File: config.mk
export PLATFORM = sky130hd
export DESIGN_NAME = bcd_limit_counter
export DESIGN_NICKNAME = d
export VERILOG_FILES = /design/src/rtl/bcd_limit_counter.sv
export SDC_FILE = /design/constraint.sdc
export NUM_CORES = 1
export LEC_CHECK = 0
export ABC_AREA = 1
export BUFFER_PORTS_ARGS = -buffer_cell sky130_fd_sc_hd__buf_2
export CORE_MARGIN = 5
export CORE_UTILIZATION = 25
export CTS_BUF_LIST = sky130_fd_sc_hd__clkbuf_8
export CTS_CLUSTER_SIZE = 12
export DETAILED_ROUTE_END_ITERATION = 8
export GPL_ROUTABILITY_DRIVEN = 0
export SYNTH_ARGS = -nofsm -noshare
export SYNTH_HDL_FRONTEND = slang
export SYNTH_SLANG_ARGS = --single-unit
File: constraint.sdc
create_clock -name clk -period 2.9 [get_ports clk]
set_input_delay 0.145 -clock clk [delete_from_list [all_inputs] [get_ports clk]]
set_output_delay 0.145 -clock clk [all_outputs]
set_load 0.03 [all_outputs]
File: src/rtl/bcd_limit_counter.sv
// Programmable DIGITS-wide BCD up/down counter with limit wrap, single-digit mode and load.
// Latency: cnt_out/wrap update on the edge that samples load/count_en (1 cycle after the request).
// Backpressure: none; every count_en cycle is accepted, load overrides a same-cycle step.
module bcd_limit_counter #(
  parameter int DIGITS = 6
) (
  input  logic                  clk,
  input  logic                  reset,
  input  logic                  count_en,
  input  logic                  up,
  input  logic                  carry_en,
  input  logic                  max_en,
  input  logic [4*DIGITS-1:0]   max_in,
  input  logic [2:0]            digit_sel,
  input  logic                  load,
  input  logic [4*DIGITS-1:0]   load_val,
  output logic [4*DIGITS-1:0]   cnt_out,
  output logic                  wrap
);

  localparam int W = 4 * DIGITS;
  localparam logic [W-1:0] NINES = {DIGITS{4'h9}};

  // Force any non-decimal nibble down to 9 so downstream arithmetic only sees valid BCD.
  function automatic logic [W-1:0] clamp9(input logic [W-1:0] v);
    logic [W-1:0] r;
    r = v;
    for (int i = 0; i < DIGITS; i++) begin
      if (v[4*i +: 4] > 4'd9) r[4*i +: 4] = 4'd9;
    end
    return r;
  endfunction

  // Ripple BCD increment: a digit steps only while every lower digit rolled 9->0.
  function automatic logic [W-1:0] bcd_inc(input logic [W-1:0] v);
    logic [W-1:0] r;
    logic         c;
    r = v;
    c = 1'b1;
    for (int i = 0; i < DIGITS; i++) begin
      if (c) begin
        if (v[4*i +: 4] == 4'd9) begin
          r[4*i +: 4] = 4'd0;
        end else begin
          r[4*i +: 4] = v[4*i +: 4] + 4'd1;
          c = 1'b0;
        end
      end
    end
    return r;
  endfunction

  // Ripple BCD decrement: a digit steps only while every lower digit rolled 0->9.
  function automatic logic [W-1:0] bcd_dec(input logic [W-1:0] v);
    logic [W-1:0] r;
    logic         b;
    r = v;
    b = 1'b1;
    for (int i = 0; i < DIGITS; i++) begin
      if (b) begin
        if (v[4*i +: 4] == 4'd0) begin
          r[4*i +: 4] = 4'd9;
        end else begin
          r[4*i +: 4] = v[4*i +: 4] - 4'd1;
          b = 1'b0;
        end
      end
    end
    return r;
  endfunction

  logic [W-1:0] lim;
  logic [W-1:0] nxt_cnt;
  logic         nxt_wrap;

  // Effective wrap limit: programmed word only in full mode with the limit enabled.
  always_comb begin
    lim = NINES;
    if (max_en && carry_en) lim = clamp9(max_in);
  end

  // Next-count selection: load beats a step; full mode wraps at lim, digit mode rolls one digit.
  always_comb begin
    nxt_cnt  = cnt_out;
    nxt_wrap = 1'b0;
    if (load) begin
      nxt_cnt = clamp9(load_val);
    end else if (count_en) begin
      if (carry_en) begin
        if (up) begin
          // >= also catches a count stranded above a newly lowered limit.
          if (cnt_out >= lim) begin
            nxt_cnt  = '0;
            nxt_wrap = 1'b1;
          end else begin
            nxt_cnt = bcd_inc(cnt_out);
          end
        end else begin
          if (cnt_out == '0) begin
            nxt_cnt  = lim;
            nxt_wrap = 1'b1;
          end else if (cnt_out > lim) begin
            nxt_cnt = lim;
          end else begin
            nxt_cnt = bcd_dec(cnt_out);
          end
        end
      end else begin
        for (int i = 0; i < DIGITS; i++) begin
          if (int'(digit_sel) == i) begin
            if (up) begin
              nxt_cnt[4*i +: 4] = (cnt_out[4*i +: 4] == 4'd9) ? 4'd0 : cnt_out[4*i +: 4] + 4'd1;
            end else begin
              nxt_cnt[4*i +: 4] = (cnt_out[4*i +: 4] == 4'd0) ? 4'd9 : cnt_out[4*i +: 4] - 4'd1;
            end
          end
        end
      end
    end
  end

  // Count and wrap-pulse registers with synchronous reset.
  always_ff @(posedge clk) begin
    if (reset) begin
      cnt_out <= '0;
      wrap    <= 1'b0;
    end else begin
      cnt_out <= nxt_cnt;
      wrap    <= nxt_wrap;
    end
  end

endmodule

==> summary.txt <==
Ys Warns -> 0
Mean Syn Cell Area -> 5.39 µm²
Slew HR -> 34.5%
largest net degree at the start of global routing -> 30
H-tree Lvls -> 1
most common cell after layout, fill and taps aside -> nand2_1
FFs w/ async S/R, synth -> 0%
Post-Syn Instances -> 714
Util after Layout -> 30.3%
# Post-CTS Setup Buffers -> 0
cell family with most CP delay -> simple AND/OR/NAND/NOR gates
Post-CTS Resized -> 0
DP HPWL -> 10800 µm
# diodes -> 0
Die H -> 134 µm
first-pass GRT wire length -> 22500 µm
worst path cell trace -> buf_2 -> nand2_1 -> buf_12 -> nor2_1 -> nand2_1 -> ha_1 -> nand2_1 -> inv_1 -> nand4_1 -> nor2_2 -> nand2_1 -> nand3_1 -> nand2_4 -> buf_12 -> a21boi_4 -> nand2_2 -> nand2_1 -> nand2_1 -> a21oi_1
Slowest-stage cell, CP -> ha_1
vias -> 4749
number of buffers added on ports -> 82
CTS tree -> yes
total global routing overflow -> 0
worst path required time -> 3130 ps
Nets -> 875
Root Buffer -> clkbuf_8
Worst R2R Setup Slack -> 460 ps
RR Endpoint -> cnt_out[8]
core area -> 0.0151 mm²
total leakage power -> 2.49 nW
crit path time final -> 2500 ps
clk_skew -> 17.5 ps
vias in the first global route -> 4435
VDD IR-drop max -> 0.000197 V
Vias/cell -> 4.85
final non-filler cell area -> 0.00459 mm²
# hold bufs at CTS -> 0
share of the synthesized area in the top cell type -> 20.9%
endpoint class of the critical path -> flip-flop
Crit path top cell by count -> nand2_1
router iterations before antenna repair -> 5
RR Startpoint -> cnt_out[15]
Ports -> 83
PD cells -> 374 mW/mm²
Hold Path End -> cnt_out[0]
commonest non-fill, non-tap cells in the layout -> nand2_1, inv_1, nor2_1
count of different cell masters after synthesis -> 40
Routed Antenna Nets -> 0
Synth Flop Type -> dfxtp_1
Final Hold Fails -> 0
Final Max Tran Viols -> 0
CP startpoint kind -> input pin
unrepaired setup endpoints after global routing -> no
crit path DAT -> 2730 ps
full die area -> 0.0180 mm²
hold_sp -> load_val[0]
antenna violations before repair -> 0
Initial Util -> 25.4%
Num CTS Buffers -> 3
WP buf/inv -> 4
share of layout cells above drive strength 1 -> 16.5%
DRT iter0 DRCs -> 540
Worst-Margin Slew -> 981 ps
crit path from -> carry_en
area grow syn2layout -> 19.2%
DIE WIDTH -> 134 µm
CTS Buffer Depth -> 2
period utilization -> 86.3%
filler instances -> 1710
post-synth top area cell -> nand2_1
Pwr Total -> 1.72 mW
Largest stage delay, worst path -> 300 ps
outcome -> completed
Hold Path Cell Cnt -> 3
Sink Count -> 25
Post-route DRC -> 0
FF-to-FF path depth -> 14
Post-synth EDFFs -> 0
total track usage -> 15.2%
HP Class -> in -> reg
Max-cap violations -> 0
clk slew on worst S/H paths -> 130 ps
row cnt -> 45
top post-synthesis cells by area -> nand2_1, dfxtp_1, inv_1
Syn Nets -> 796
Post-DP Area -> 0.00454 mm²
Fmax achieved -> 400 MHz
Cell Area, Synth -> 0.00385 mm²
setup TNS -> 0 ps
crit path kind -> in -> reg
Max FO, Critical Path -> 14
sequential area share after synthesis -> 13.0%
final wirelength -> 13900 µm
drt wl/cell -> 14.1 µm
post-synthesis register bit count -> 25
Clk Latency, worst-skew pair -> 300 ps
Final Setup Violations -> 0
layout make-up:
type | instances | area, µm² | area share, %
sequential | 25 | 500 | 10.9
timing repair buffer | 96 | 553 | 12.1
tap | 188 | 235 | 5.13
clock inverter | 1 | 8.76 | 0.191
clock buffer | 3 | 41.3 | 0.900
inverter | 99 | 372 | 8.10
multi-input combinational | 568 | 2880 | 62.7
worst min-delay path: stages:
cell,delay [ps]
buf_2,80
a211oi_1,70
a21oi_1,120
synth_stat cells, types with 2 or more instances:
cell type and instances:
a21o_1 2, a21oi_1 40, a31oi_1 4, buf_1 3
buf_2 7, buf_4 2, clkbuf_1 10, dfxtp_1 25
ha_1 24, inv_1 94, inv_2 4, nand2_1 214
nand2_2 7, nand3_1 64, nand3_2 4, nand3b_1 2
nand4_1 9, nor2_1 83, nor2_2 3, nor2_4 6
nor3_1 8, nor3b_1 2, o21a_1 5, o21ai_0 57
o21ai_1 9, o22ai_1 4, o32ai_1 3, xor2_1 7
layer usage:
layer,share of wire (%),track usage (%),vias up,routed length (µm)
li1,-,-,2466,-
met5,0,0,-,0
met2,44,24.1,184,6070
met3,7.0,2.06,15,971
met1,48,21.8,2084,6620
met4,1.4,3.51,0,192
sequential cells by signal, indices dropped and copies added, names as in the netlist:
signal	flops
cnt_out	24
wrap	1
kinds of logic (layout without fill, tap and decap cells):
| logic type | after synthesis | after routing | synth area share, % |
|---|---|---|---|
| compound gates | 129 | 129 | 18.4 |
| xor+xnor | 7 | 7 | 1.59 |
| simple gates | 408 | 408 | 47.0 |
| flops | 25 | 25 | 13.0 |
| fa+ha+maj | 24 | 24 | 7.80 |
| buf+inv | 121 | 199 | 12.2 |
through the flow:
| step | hold WS, ps | setup WS [ps] | instances |
|---|---|---|---|
| CTS | 163 | 408 | 980 |
| global placement | 478 | 121 | 976 |
| finish | 145 | 397 | 980 |
| global route | 163 | 30.5 | 980 |
| detailed placement | 483 | 114 | 976 |
| floorplan | 345 | 454 | 714 |
power breakdown:
group          total (mW)  switching [mW]  internal [mW]
Sequential          0.453          0.0692          0.384
Combinational        1.00           0.651          0.349
Clock               0.263           0.161          0.102
worst max path at each step:
stage,to,slack (ps),depth (start not counted)
after floorplan,cnt_out[7],450,18
after global placement,cnt_out[8],120,19
after detailed placement,cnt_out[12],110,19
after CTS,cnt_out[12],410,19
after global routing,cnt_out[13],30,19
final,cnt_out[8],400,19
(Power assumes the default switching activity.)
